**config.mk**
```make
export PLATFORM = sky130hd
export DESIGN_NAME = simon_game_ctrl
export DESIGN_NICKNAME = d
export VERILOG_FILES = /design/src/rtl/simon_game_ctrl.sv
export SDC_FILE = /design/constraint.sdc
export NUM_CORES = 1
export LEC_CHECK = 0
export BUFFER_PORTS_ARGS = -buffer_cell sky130_fd_sc_hd__clkbuf_2
export CAP_MARGIN = 20
export CORE_MARGIN = 5
export CORE_UTILIZATION = 53
export CTS_BUF_LIST = sky130_fd_sc_hd__clkbuf_16
export DETAILED_ROUTE_END_ITERATION = 8
export PLACE_DENSITY = 0.84
export SLEW_MARGIN = 20
export SYNTH_ARGS = -nofsm -noshare
export SYNTH_HDL_FRONTEND = slang
export SYNTH_SLANG_ARGS = --single-unit
```
**constraint.sdc**
```tcl
create_clock -name CLK -period 2.45 [get_ports CLK]
set_input_delay 0.245 -clock CLK [delete_from_list [all_inputs] [get_ports CLK]]
set_output_delay 0.245 -clock CLK [all_outputs]
set_load 0.05 [all_outputs]
```
**src/rtl/simon_game_ctrl.sv**
```systemverilog
// Simon game sequencer: grows a pseudo-random colour sequence in an external memory,
// plays it back on the display outputs and checks the player's presses against it.
module simon_game_ctrl #(
  parameter int         DATA_WIDTH  = 2,
  parameter int         DEPTH       = 16,
  parameter int         SHOW_CYCLES = 4,
  parameter int         GAP_CYCLES  = 2,
  parameter logic [7:0] LFSR_SEED   = 8'hA5,
  localparam int        AW          = (DEPTH > 1) ? $clog2(DEPTH) : 1,
  localparam int        LW          = $clog2(DEPTH + 1)
) (
  input  logic                  CLK,
  input  logic                  RST,
  input  logic                  START,
  input  logic                  BTN_VALID,
  input  logic [DATA_WIDTH-1:0] BTN_DATA,
  output logic                  MEM_WE,
  output logic [AW-1:0]         MEM_ADDR,
  output logic [DATA_WIDTH-1:0] MEM_WDATA,
  input  logic [DATA_WIDTH-1:0] MEM_RDATA,
  output logic                  SHOW_VALID,
  output logic [DATA_WIDTH-1:0] SHOW_DATA,
  output logic [LW-1:0]         LEVEL,
  output logic                  BUSY,
  output logic                  WIN,
  output logic                  LOSE
);

  localparam int CMAX = (SHOW_CYCLES > GAP_CYCLES) ? SHOW_CYCLES : GAP_CYCLES;
  localparam int CW   = $clog2(CMAX + 2);

  typedef enum logic [3:0] {
    S_IDLE, S_APPEND, S_PLAY_RD, S_PLAY_ON, S_PLAY_GAP,
    S_WAIT_IN, S_CHECK, S_WIN, S_LOSE
  } state_t;

  state_t                state;
  logic [7:0]            lfsr;
  logic [AW-1:0]         idx;
  logic [CW-1:0]         cnt;
  logic [DATA_WIDTH-1:0] btn_lat;
  logic [LW-1:0]         idx_inc;
  logic [DATA_WIDTH-1:0] colour;

  function automatic logic [7:0] lfsr_next(input logic [7:0] s);
    return {s[6:0], s[7] ^ s[5] ^ s[4] ^ s[3]};
  endfunction

  assign idx_inc = LW'(idx) + LW'(1);
  assign colour  = lfsr[DATA_WIDTH-1:0];

  always_ff @(posedge CLK or posedge RST) begin
    if (RST) begin
      state      <= S_IDLE;
      lfsr       <= LFSR_SEED;
      idx        <= '0;
      cnt        <= '0;
      btn_lat    <= '0;
      MEM_WE     <= 1'b0;
      MEM_ADDR   <= '0;
      MEM_WDATA  <= '0;
      SHOW_VALID <= 1'b0;
      SHOW_DATA  <= '0;
      LEVEL      <= '0;
      BUSY       <= 1'b0;
      WIN        <= 1'b0;
      LOSE       <= 1'b0;
    end else begin
      lfsr     <= lfsr_next(lfsr);
      // Write strobe and address are single-cycle unless a state re-asserts them
      MEM_WE   <= 1'b0;
      MEM_ADDR <= '0;
      case (state)
        S_IDLE, S_WIN, S_LOSE: begin
          if (START) begin
            state     <= S_APPEND;
            LEVEL     <= '0;
            WIN       <= 1'b0;
            LOSE      <= 1'b0;
            BUSY      <= 1'b1;
            MEM_WE    <= 1'b1;
            MEM_WDATA <= colour;
          end
        end
        S_APPEND: begin
          LEVEL <= LEVEL + LW'(1);
          idx   <= '0;
          cnt   <= '0;
          state <= S_PLAY_RD;
        end
        S_PLAY_RD: begin
          if (cnt == CW'(1)) begin
            SHOW_DATA  <= MEM_RDATA;
            SHOW_VALID <= 1'b1;
            cnt        <= '0;
            state      <= S_PLAY_ON;
          end else begin
            cnt      <= cnt + CW'(1);
            MEM_ADDR <= idx;
          end
        end
        S_PLAY_ON: begin
          if (cnt == CW'(SHOW_CYCLES - 1)) begin
            SHOW_VALID <= 1'b0;
            cnt        <= '0;
            state      <= S_PLAY_GAP;
          end else begin
            cnt <= cnt + CW'(1);
          end
        end
        S_PLAY_GAP: begin
          if (cnt == CW'(GAP_CYCLES - 1)) begin
            cnt <= '0;
            if (idx_inc == LEVEL) begin
              idx   <= '0;
              state <= S_WAIT_IN;
            end else begin
              idx      <= idx + AW'(1);
              MEM_ADDR <= idx + AW'(1);
              state    <= S_PLAY_RD;
            end
          end else begin
            cnt <= cnt + CW'(1);
          end
        end
        S_WAIT_IN: begin
          if (BTN_VALID) begin
            btn_lat  <= BTN_DATA;
            MEM_ADDR <= idx;
            cnt      <= '0;
            state    <= S_CHECK;
          end
        end
        S_CHECK: begin
          // First cycle presents the address, second sees the read data
          if (cnt == '0) begin
            cnt      <= CW'(1);
            MEM_ADDR <= idx;
          end else begin
            cnt <= '0;
            if (btn_lat != MEM_RDATA) begin
              LOSE  <= 1'b1;
              BUSY  <= 1'b0;
              state <= S_LOSE;
            end else if (idx_inc < LEVEL) begin
              idx   <= idx + AW'(1);
              state <= S_WAIT_IN;
            end else if (LEVEL == LW'(DEPTH)) begin
              WIN   <= 1'b1;
              BUSY  <= 1'b0;
              state <= S_WIN;
            end else begin
              MEM_WE    <= 1'b1;
              MEM_ADDR  <= LEVEL[AW-1:0];
              MEM_WDATA <= colour;
              state     <= S_APPEND;
            end
          end
        end
        default: state <= S_IDLE;
      endcase
    end
  end

endmodule

```
==> impl_metrics.ini, run 1 <==
[worst_setup_path]
worst_path_slowest_cell = sky130_fd_sc_hd__dfrtp_1
criticalPathCategory = reg2reg
crit_chain = nand3_1 -> xor2_2 -> inv_1 -> ha_1 -> nand3_4 -> o21bai_2 -> buf_4 -> a211o_1 -> o211ai_1 -> nand3_1
crit_path_end_kind = flip-flop
worstSetupPathDepth = 10
critical_path_buf_inv_count = 2
crit_path_max_incr_delay_ps = 410
worst_path_top_cell_family_by_delay = compound AO/OA/AOI/OAI gates
startpoint_type = flip-flop
reg_to_reg_start = idx[1]
reg2reg_depth = 10
critPathRequiredTime_ps = 2620
rrSetupSlack_ps = 100
setup.worst_path.end = MEM_WDATA[0]
timing.critical_path.arrival_ps = 2520
reg2reg_to = MEM_WDATA[0]
crit_start = idx[1]
timing.critical_path.mode_cell = sky130_fd_sc_hd__nand3_1
critical_path_peak_fanout = 6

[clocking]
tritoncts_clock_tree = yes
cts_root_buf = sky130_fd_sc_hd__clkbuf_16
later_pin_clock_latency_in_the_skew_report_ps = 290
cts_buffer_depth = 2
clk_pin_slew_worst_paths_ps = 60
cts.htree.levels = 2
clock-sinks = 39
cts_hold_repair.buffers = 0
cts_buffers = 5

[power]
irDropWorstVdd_uv = 589
design_power_total_mw = 3.87
pwr_dens_mw_per_mm2 = 1330
power.static_leakage_nw = 1.36

[logic_synthesis]
yosys_most_used_dff = sky130_fd_sc_hd__dfrtp_1
synth_warnings = 0
syn-cell-area_mm2 = 0.00236
ys_ff_latch = 39
asyncSetResetFlopFracSynth_pct = 100
synth.lib_cells_used.distinct = 59
synth-edff-count = 0
synth-seq-area-share_pct = 41.5
synth.avg_cell_area_um2 = 9.80
postSynthCellCount = 241
synth.net_count = 263

[job]
cap_violations = 0

[timing]
min_period_over_period_pct = 96.0
timing.slew.headroom_pct = 49.4
hold_viol = 0
worst_slack_ps = 99.2
timing.final.crit_period_ps = 2350
maximum_frequency_from_static_timing_analysis_mhz = 425
timing.final.max_slew_violations = 0
worst_clock_skew_ps = 7.22
timing_worst_slew_pin_value_ps = 758
finalSetupViolations = 0

[global_route]
antenna_found_initial = 0
groute.usage.overall_pct = 20.1
first_global_vias = 2067
grt_first_pass_wirelength_um = 9690
maximum_number_of_pins_on_one_net_before_global_route_repair = 22
globalRouteOverflowTotal = 0

[layout]
layout-drive-gt1-share_pct = 28.9
syn_to_final_growth_pct = 23.5
n_antenna_cell = 0
final_nets = 308
instances_no_fill = 339

[outcome]
status = finished, final reports clean

[placed_design]
final_weighted_congestion_of_routability_driven_global_placement = 0.838
preCtsSetupSlack_ps = -63.1
place.port_buffers = 25
detailed_place_hpwl_um = 4090
dp_cells = 328

[routing]
detailedRoute.firstIterationViolations = 124
wl_per_cell_um = 17.3
antenna_violating_nets_post_route = 0
drt_wl_total_um = 5850
vias = 2092
detail_route.first_pass.iterations = 4
vias_per_cell = 6.17
remaining_drc_errors = 0

[floorplanning]
design.die.area_mm2 = 0.00589
die_height_um = 76.8
start_util_pct = 54.3
core_rows = 24
core_mm2 = 0.00435
boundaryPins = 26
floorplan.die.width_um = 76.8

[min_path]
hold_class = in2async
==> layout by cell type (no fill, tap or decap), types with 2 or more instances in the layout <==
cell type / synthesis / final
sky130_fd_sc_hd__clkbuf_16: 0 / 5
sky130_fd_sc_hd__buf_4: 1 / 22
sky130_fd_sc_hd__xnor2_1: 3 / 3
sky130_fd_sc_hd__a211oi_2: 0 / 2
sky130_fd_sc_hd__bufinv_16: 0 / 2
sky130_fd_sc_hd__nand2b_1: 4 / 4
sky130_fd_sc_hd__dfrtp_2: 0 / 2
sky130_fd_sc_hd__o21bai_1: 3 / 2
sky130_fd_sc_hd__nor3b_1: 2 / 2
sky130_fd_sc_hd__inv_1: 16 / 16
sky130_fd_sc_hd__mux2_2: 5 / 5
sky130_fd_sc_hd__nor2b_1: 6 / 6
sky130_fd_sc_hd__o21ai_0: 13 / 13
sky130_fd_sc_hd__nand4b_1: 3 / 3
sky130_fd_sc_hd__o31a_1: 2 / 2
sky130_fd_sc_hd__dfrtp_1: 35 / 33
sky130_fd_sc_hd__a31oi_1: 2 / 2
sky130_fd_sc_hd__ha_1: 14 / 12
sky130_fd_sc_hd__clkbuf_2: 0 / 25
sky130_fd_sc_hd__o21ai_1: 3 / 3
sky130_fd_sc_hd__nand4_1: 2 / 2
sky130_fd_sc_hd__nor2_1: 20 / 20
sky130_fd_sc_hd__a21o_1: 2 / 2
sky130_fd_sc_hd__nor3_1: 6 / 6
sky130_fd_sc_hd__a221o_1: 3 / 3
sky130_fd_sc_hd__o211ai_1: 5 / 5
sky130_fd_sc_hd__or3_1: 3 / 3
sky130_fd_sc_hd__o2111ai_1: 2 / 2
sky130_fd_sc_hd__nand2_1: 14 / 14
sky130_fd_sc_hd__xor2_1: 6 / 5
sky130_fd_sc_hd__o41ai_1: 2 / 2
sky130_fd_sc_hd__a21oi_1: 10 / 10
sky130_fd_sc_hd__dfstp_2: 4 / 4
sky130_fd_sc_hd__and3_1: 2 / 2
sky130_fd_sc_hd__nand3_1: 11 / 11
==> area by class of cell <==
class / count / area [um2]
Fill cell: 319 / 1440
Multi-Input combinational cell: 176 / 1310
Sequential cell: 39 / 983
Timing Repair Buffer: 48 / 310
Clock buffer: 5 / 125
Clock inverter: 3 / 67.6
Tap cell: 52 / 65.1
Inverter: 16 / 60.1
==> report_power, final <==
| part | leakage, nW | switching [mW] | internal (mW) |
|---|---|---|---|
| clock network | 0.0900 | 0.268 | 0.583 |
| logic | 0.773 | 1.23 | 0.794 |
| registers | 0.498 | 0.204 | 0.791 |
| total | 1.36 | 1.70 | 2.17 |
==> cell usage after synthesis, drive strengths merged, types with 3 or more instances <==
| cell type | number | area (um2) |
|---|---|---|
| xnor2 | 3 | 26.3 |
| mux2 | 6 | 71.3 |
| a21oi | 10 | 50.1 |
| buf | 6 | 51.3 |
| a221o | 3 | 30.0 |
| or3 | 3 | 18.8 |
| nand4b | 3 | 26.3 |
| o211ai | 5 | 37.5 |
| clkbuf | 4 | 15.0 |
| xor2 | 6 | 52.6 |
| nor2b | 6 | 37.5 |
| dfrtp | 35 | 876 |
| inv | 16 | 60.1 |
| o21bai | 3 | 22.5 |
| nand2 | 14 | 52.6 |
| o21ai | 16 | 80.1 |
| nand2b | 4 | 25.0 |
| dfstp | 4 | 105 |
| nand3 | 12 | 65.1 |
| nor2 | 21 | 81.3 |
| a211oi | 3 | 22.5 |
| nor3 | 6 | 30.0 |
| ha | 14 | 175 |
==> stage by stage <==
stage	setup TNS, ps	area, um2	hold WS [ps]	utilization [%]
2_1_floorplan	0	2360	331	-
3_3_place_gp	0	2650	343	60.9
3_5_place_dp	-92.1	2650	342	60.9
4_1_cts	0	2850	90.8	65.4
5_1_grt	-38.3	2920	138	67.0
6_report	0	2920	57.2	67.0
==> worst reg2reg max path, cell delays in order, from the launching register on <==
cell and delay [ps]:
sky130_fd_sc_hd__dfrtp_1 410, sky130_fd_sc_hd__nand3_1 140, sky130_fd_sc_hd__xor2_2 190, sky130_fd_sc_hd__inv_1 70, sky130_fd_sc_hd__ha_1 330, sky130_fd_sc_hd__nand3_4 110, sky130_fd_sc_hd__o21bai_2 230, sky130_fd_sc_hd__buf_4 170
sky130_fd_sc_hd__a211o_1 330, sky130_fd_sc_hd__o211ai_1 170, sky130_fd_sc_hd__nand3_1 90
==> layer usage <==
layer	vias up	part of all wire (%)	track usage, %
met2	79	52	33.2
met4	0	2.3	8.04
met3	17	6.3	5.85
li1	977	-	-
met1	1019	40	24.5
met5	-	0	0
==> timing repair <==
action | CTS | global route
resized for setup | 1 | 8
setup buffers | 0 | 3
setup endpoints to repair | 4 | 13
==> sequential cells by signal, summed over array words and instances, names as in the netlist, 2 cells and up <==
name / count
LEVEL: 5
MEM_ADDR: 4
MEM_WDATA: 2
SHOW_DATA: 2
btn_lat: 2
cnt: 3
idx: 4
lfsr: 8
state: 4
==> worst min-delay path by stage <==
| stage | from | end | slack [ps] | depth (start not counted) |
|---|---|---|---|---|
| floorplan | START | LOSE | 330 | 1 |
| global route | RST | LEVEL[0] | 140 | 2 |
| detailed placement | lfsr[6] | lfsr[7] | 340 | 0 |
| global placement | lfsr[6] | lfsr[7] | 340 | 0 |
| finish | RST | LEVEL[0] | 60 | 2 |
| CTS | RST | LEVEL[0] | 90 | 2 |
==> kinds of logic (layout without fill, tap and decap cells) <==
logic type / Yosys count / in the layout / share of synthesized area [%]
DFF: 39 / 39 / 41.5
adders and majority gates: 14 / 14 / 7.42
muxes: 6 / 6 / 3.02
xor gates and xnor gates: 9 / 9 / 3.34
AOI/OAI and AO/OA: 65 / 65 / 20.4
and+or+nand+nor: 82 / 82 / 19.0
buffers and inverters: 26 / 72 / 5.35
Power figures use the tool's default switching activity.
==> inputs of run 2 (changes only) <==
--- a/config.mk
+++ b/config.mk
@@ -7,9 +7,7 @@
 export LEC_CHECK = 0
 export BUFFER_PORTS_ARGS = -buffer_cell sky130_fd_sc_hd__clkbuf_2
 export CAP_MARGIN = 20
-export CORE_MARGIN = 5
 export CORE_UTILIZATION = 53
-export CTS_BUF_LIST = sky130_fd_sc_hd__clkbuf_16
 export DETAILED_ROUTE_END_ITERATION = 8
 export PLACE_DENSITY = 0.84
 export SLEW_MARGIN = 20
==> run 2 against run 1 <==
Effect of this change: via count shrank 2.7%; critical path type unchanged; first-iteration DRC count grew 68%; die area down 20%; register-to-register slack got worse by 20 ps; core utilization barely moved; largest power group unchanged; hold slack improved by 2.5 ps; wire length decreased by 5.9%; critical path depth shrank 2; highest routed layer unchanged.
==> impl_metrics.ini, run 2 (same netlist as run 1, synthesis figures left out) <==
[outcome]
status = finished, final reports clean

[timing]
worst_clock_skew_ps = 9.85
timing_worst_slew_pin_value_ps = 798
timing.final.crit_period_ps = 2370
finalSetupViolations = 0
worst_slack_ps = 80.3
fin_setup_tns_ps = 0
min_period_over_period_pct = 96.7
timing.final.max_slew_violations = 0
hold_viol = 0
grt_setup_unrepaired = no
timing.slew.headroom_pct = 46.8
maximum_frequency_from_static_timing_analysis_mhz = 422

[global_route]
globalRouteOverflowTotal = 0
grt_first_pass_wirelength_um = 8700
groute.usage.overall_pct = 26.1
maximum_number_of_pins_on_one_net_before_global_route_repair = 21
antenna_found_initial = 0
first_global_vias = 1829

[worst_setup_path]
reg2reg_depth = 8
timing.critical_path.arrival_ps = 2560
rrSetupSlack_ps = 80
crit_start = idx[0]
reg_to_reg_start = idx[0]
criticalPathCategory = reg2reg
critPathRequiredTime_ps = 2640
startpoint_type = flip-flop
crit_path_end_kind = flip-flop
critical_path_peak_fanout = 7

[layout]
n_antenna_cell = 0
most_common_cell_after_layout_fill_and_taps_aside = sky130_fd_sc_hd__dfrtp_1
largest_register_ff_count = 8
instances_no_fill = 332
biggestRegsByFlops = lfsr (8), LEVEL (5)
final_area_mm2 = 0.00278
layout-drive-gt1-share_pct = 28.0
max_flop_register = lfsr
layout_common_cells = sky130_fd_sc_hd__dfrtp_1 (32), sky130_fd_sc_hd__clkbuf_2 (25), sky130_fd_sc_hd__nor2_1 (20), sky130_fd_sc_hd__buf_4 (17), sky130_fd_sc_hd__inv_1 (16)
final_nets = 303
syn_to_final_growth_pct = 17.5

[clocking]
cts_buffers = 5
clk_pin_slew_worst_paths_ps = 90
tritoncts_clock_tree = yes
cts.htree.levels = 2
later_pin_clock_latency_in_the_skew_report_ps = 310
post_cts.repair.setup_buffers = 0
cts_buffer_depth = 2
cts_root_buf = sky130_fd_sc_hd__clkbuf_8
clock-sinks = 39

[power]
swShare_pct = 49.0
irDropWorstVdd_uv = 743
power.static_leakage_nw = 1.29
internal_power_mw = 1.75
power.sequential.fraction_pct = 29.4
power.share.clock_pct = 13.4
power.switching_mw = 1.68
pwr_dens_mw_per_mm2 = 1230
power.combinational.fraction_pct = 57.2

[placed_design]
final_weighted_congestion_of_routability_driven_global_placement = 0.853
preCtsSetupSlack_ps = -71.1
detailed_place_hpwl_um = 4090
dp_cells = 324
place.port_buffers = 25
detailed_place.area_mm2 = 0.00263

[routing]
wl_per_cell_um = 16.6
wl_met3_um = 355
remaining_drc_errors = 0
antenna_violating_nets_post_route = 0
met2_length_um = 2640
detailedRoute.firstIterationViolations = 208
vias = 2035
routedLengthMet1_um = 2410
vias_per_cell = 6.13
drt_wl_total_um = 5510
detail_route.first_pass.iterations = 5
top_routing_layer_in_use = met4

[floorplanning]
design.die.area_mm2 = 0.00473
boundaryPins = 26
start_util_pct = 57.0
core_rows = 23
core_mm2 = 0.00414
die_height_um = 68.8
floorplan.die.width_um = 68.8

[min_path]
hold_class = in2async

[job]
cap_violations = 0
## run 2: changes by cell type in the layout (fill, tap and decap cells not counted), sizes merged
cell      change
buf           -5
bufinv        -2
clkinvlp      +1
inv           +1
## run 2: stage by stage
step / hold slack, ps / total power [mW] / util, %
after CTS: 88.0 / 3.33 / 66.0
final: 59.7 / 3.42 / 67.0
after global placement: 345 / 2.79 / 63.6
after floorplan: 331 / 2.37 / -
after global routing: 141 / 3.65 / 67.0
after detailed placement: 353 / 2.86 / 63.6
## run 2: timing repair
action                                  in CTS  in global routing
endpoints found under the setup margin      11                 10
gates resized for setup                      2                  8
gates cloned                                 0                  0
hold buffers                                 0                  0
## run 2: power by group through the flow
stage,sequential [mW],combinational [mW],clock [mW]
after floorplan,1.14,1.23,0
after global placement,1.00,1.79,0
after detailed placement,1.01,1.84,0
final,1.01,1.96,0.459
after CTS,1.00,1.87,0.460
after global routing,1.04,2.12,0.485
## run 2: area by class of cell
class / instances / area [um2]
well taps: 50 / 62.6
multi-input cells: 176 / 1300
clock inverters: 3 / 23.8
repair buffers: 43 / 273
fillers: 325 / 1370
inverters: 16 / 60.1
flip-flops and latches: 39 / 985
clock buffers: 5 / 68.8
## run 2: critical path, cell delays in order, from the launching register on
cell and delay, ps:
sky130_fd_sc_hd__dfrtp_2 450, sky130_fd_sc_hd__ha_1 270, sky130_fd_sc_hd__and3_1 220, sky130_fd_sc_hd__ha_1 310, sky130_fd_sc_hd__nand3_2 100, sky130_fd_sc_hd__o21bai_4 180
sky130_fd_sc_hd__a32oi_2 180, sky130_fd_sc_hd__buf_4 170, sky130_fd_sc_hd__o41ai_1 370
## run 2: final timing paths
path                               end
max                             idx[3]
min                        MEM_ADDR[1]
max reg2reg                     idx[3]
min reg2reg                    lfsr[7]
max in group asynchronous      lfsr[2]
min in group CLK            btn_lat[1]
## run 2: routing by layer
| metal | vias to the layer above | global-route usage [%] |
|---|---|---|
| li1 | 953 | - |
| met1 | 982 | 33.8 |
| met2 | 90 | 41.8 |
| met3 | 10 | 6.58 |
| met4 | 0 | 9.69 |
| met5 | - | 0 |
==> inputs of run 3 (changes only) <==
--- a/config.mk
+++ b/config.mk
@@ -5,11 +5,11 @@
 export SDC_FILE = /design/constraint.sdc
 export NUM_CORES = 1
 export LEC_CHECK = 0
+export ABC_AREA = 1
 export BUFFER_PORTS_ARGS = -buffer_cell sky130_fd_sc_hd__clkbuf_2
-export CAP_MARGIN = 20
-export CORE_UTILIZATION = 53
+export CORE_UTILIZATION = 52
 export DETAILED_ROUTE_END_ITERATION = 8
-export PLACE_DENSITY = 0.84
+export PLACE_DENSITY = 0.83
 export SLEW_MARGIN = 20
 export SYNTH_ARGS = -nofsm -noshare
 export SYNTH_HDL_FRONTEND = slang
==> run 3 against run 2 <==
Effect of this change: clock power is 19% higher; highest routed layer unchanged; largest cell class unchanged; wire length decreased by 14%; worst setup slack improved by 150 ps.
==> impl_metrics.ini, run 3 <==
[outcome]
status = finished, final reports clean

[routing]
remaining_drc_errors = 0
vias_per_cell = 5.25
drt_wl_total_um = 4710
detailedRoute.firstIterationViolations = 104
detail_route.first_pass.iterations = 4
wl_per_cell_um = 13.2
vias = 1880
antenna_violating_nets_post_route = 0

[logic_synthesis]
postSynthCellCount = 274
synth.net_count = 296
synthesized_area_fraction_occupied_by_and_or_nand_nor_cells_pct = 28.8
cell_types_with_the_highest_counts_after_synthesis = sky130_fd_sc_hd__nand2_1 (86), sky130_fd_sc_hd__dfrtp_1 (35), sky130_fd_sc_hd__inv_1 (30)
synth-compound-area-share_pct = 7.44
synth.lib_cells_used.distinct = 29
yosys-top-cells-area = sky130_fd_sc_hd__dfrtp_1 (40%), sky130_fd_sc_hd__nand2_1 (15%), sky130_fd_sc_hd__ha_1 (8.0%)
ys_ff_latch = 39
synth_xor_xnor_area_share_pct = 2.80
asyncSetResetFlopFracSynth_pct = 100
synth_largest_type_area_fraction_pct = 40.0
synth_top_family_by_area = simple AND/OR/NAND/NOR gates
synth-edff-count = 0
synthDominantAreaCellType = sky130_fd_sc_hd__dfrtp_1
synth-seq-area-share_pct = 44.9
syn-cell-area_mm2 = 0.00219
synth.avg_cell_area_um2 = 7.98
yosys.cell_count.top_type = sky130_fd_sc_hd__nand2_1
synth_warnings = 0
synthMuxAreaShare_pct = 1.03
yosys_most_used_dff = sky130_fd_sc_hd__dfrtp_1
synth-adder-area-share_pct = 8.01

[timing]
timing.slew.headroom_pct = 68.0
fin_setup_tns_ps = 0
timing_worst_slew_pin_value_ps = 480
worst_hold_slack_ps = 33.1
finalSetupViolations = 0
maximum_frequency_from_static_timing_analysis_mhz = 450
worst_clock_skew_ps = 5.27
hold_viol = 0
grt_setup_unrepaired = no
timing.final.crit_period_ps = 2220
min_period_over_period_pct = 90.7
timing.final.max_slew_violations = 0

[worst_setup_path]
timing.critical_path.arrival_ps = 2410
critPathRequiredTime_ps = 2640
startpoint_type = flip-flop
reg_to_reg_start = idx[0]
critical_path_peak_fanout = 5
criticalPathCategory = reg2reg
rrSetupSlack_ps = 230
reg2reg_depth = 12
crit_path_end_kind = flip-flop
reg2reg_to = MEM_WDATA[0]

[global_route]
first_global_vias = 1794
antenna_found_initial = 0
globalRouteOverflowTotal = 0
grt_first_pass_wirelength_um = 8090
groute.usage.overall_pct = 24.9
maximum_number_of_pins_on_one_net_before_global_route_repair = 40

[layout]
multi_input_gate_area_in_the_final_layout_mm2 = 0.00105
layout_common_cells = sky130_fd_sc_hd__nand2_1 (86), sky130_fd_sc_hd__dfrtp_1 (35), sky130_fd_sc_hd__inv_1 (30), sky130_fd_sc_hd__clkbuf_2 (25), sky130_fd_sc_hd__nor2_1 (21)
layout-drive-gt1-share_pct = 21.1
sequential_cell_area_um2 = 981
n_antenna_cell = 0
n_fill_cell = 366
max_flop_register = lfsr
biggestRegsByFlops = lfsr (8), LEVEL (5)
post-route-util_pct = 61.9
most_common_cell_after_layout_fill_and_taps_aside = sky130_fd_sc_hd__nand2_1
syn_to_final_growth_pct = 14.1
final_nets = 329
largest_register_ff_count = 8

[job]
cap_violations = 0

[clocking]
cts_buffers = 5
post_cts.repair.setup_buffers = 0
cts_root_buf = sky130_fd_sc_hd__clkbuf_8
cts_hold_repair.buffers = 0
later_pin_clock_latency_in_the_skew_report_ps = 300
clock-sinks = 39
tritoncts_clock_tree = yes
clk_pin_slew_worst_paths_ps = 80
ctsResizeCount = 0
cts.htree.levels = 2
cts_buffer_depth = 2

[power]
design_power_total_mw = 3.14
irDropWorstVdd_uv = 653
power.static_leakage_nw = 1.35
pwr_dens_mw_per_mm2 = 1260

[floorplanning]
design.die.area_mm2 = 0.00447
core_mm2 = 0.00403
start_util_pct = 54.3
core_rows = 23
die_height_um = 66.9
floorplan.die.width_um = 66.9
boundaryPins = 26

[placed_design]
final_weighted_congestion_of_routability_driven_global_placement = 0.973
detailed_place_hpwl_um = 3570
place.port_buffers = 25

[min_path]
hold_class = in2async
run 3: cell types whose count changed after synthesis, sizes merged, moves of 4 or more:
cell,delta
mux2,-4
nand2,+77
inv,+25
nor3,-6
clkbuf,-4
a21oi,-4
buf,-6
nand3,+7
nand2b,-4
nor2,+7
nor2b,-6
run 3: worst max-delay path by stage:
| stage | slack (ps) | startpoint | end | cells after the start |
|---|---|---|---|---|
| after CTS | 250 | idx[0] | MEM_WDATA[0] | 12 |
| after detailed placement | 260 | idx[0] | MEM_WDATA[1] | 12 |
| after global routing | 7 | idx[0] | MEM_WDATA[1] | 13 |
| after floorplan | 400 | LEVEL[3] | MEM_WDATA[0] | 11 |
| final | 230 | idx[0] | MEM_WDATA[0] | 12 |
| after global placement | 410 | idx[0] | MEM_WDATA[0] | 12 |
run 3: worst max-delay path: stages, from the launching register on:
cell	delay, ps
sky130_fd_sc_hd__dfrtp_1	430
sky130_fd_sc_hd__ha_1	240
sky130_fd_sc_hd__xor2_1	170
sky130_fd_sc_hd__ha_1	310
sky130_fd_sc_hd__nand2_1	50
sky130_fd_sc_hd__nor2_1	150
sky130_fd_sc_hd__nand2_1	90
sky130_fd_sc_hd__nand3_1	120
sky130_fd_sc_hd__nand2_1	120
sky130_fd_sc_hd__nor2_1	230
sky130_fd_sc_hd__nor2_1	90
sky130_fd_sc_hd__nand2_1	60
sky130_fd_sc_hd__nand2_1	50
run 3: power by group:
group          total [mW]  internal, mW  leakage [nW]  switching, mW
sequential          0.951         0.800         0.502          0.151
clock               0.546         0.303        0.0581          0.242
combinational        1.65         0.465         0.791           1.18
run 3: routing by layer:
metal	share of wire (%)	wire (um)	GRT usage (%)
met1	45	2100	31.8
met2	47	2220	40.0
met3	5.1	242	5.31
met4	3.1	148	11.4
met5	0	0	0
run 3: per-stage QoR:
step | cell area, um2 | instances | setup WS (ps)
2_1_floorplan | 2190 | 274 | 403
3_5_place_dp | 2380 | 350 | 260
3_3_place_gp | 2380 | 350 | 409
6_report | 2490 | 358 | 229
4_1_cts | 2490 | 358 | 247
5_1_grt | 2490 | 358 | 6.77
run 3: cells by family after synthesis:
logic type                 after synthesis
AOI/OAI and AO/OA                       28
xor gates and xnor gates                 7
adders and majority gates               14
buffers and inverters                   41
DFF                                     39
muxes                                    2
and+or+nand+nor                        143
run 3: area by class of cell:
type	count	share of cell area, %
clock buffer	5	2.76
clock inverter	3	1.76
inverter	41	6.17
multi-input combinational	194	42.2
sequential	39	39.3
tap	50	2.51
timing repair buffer	26	5.32
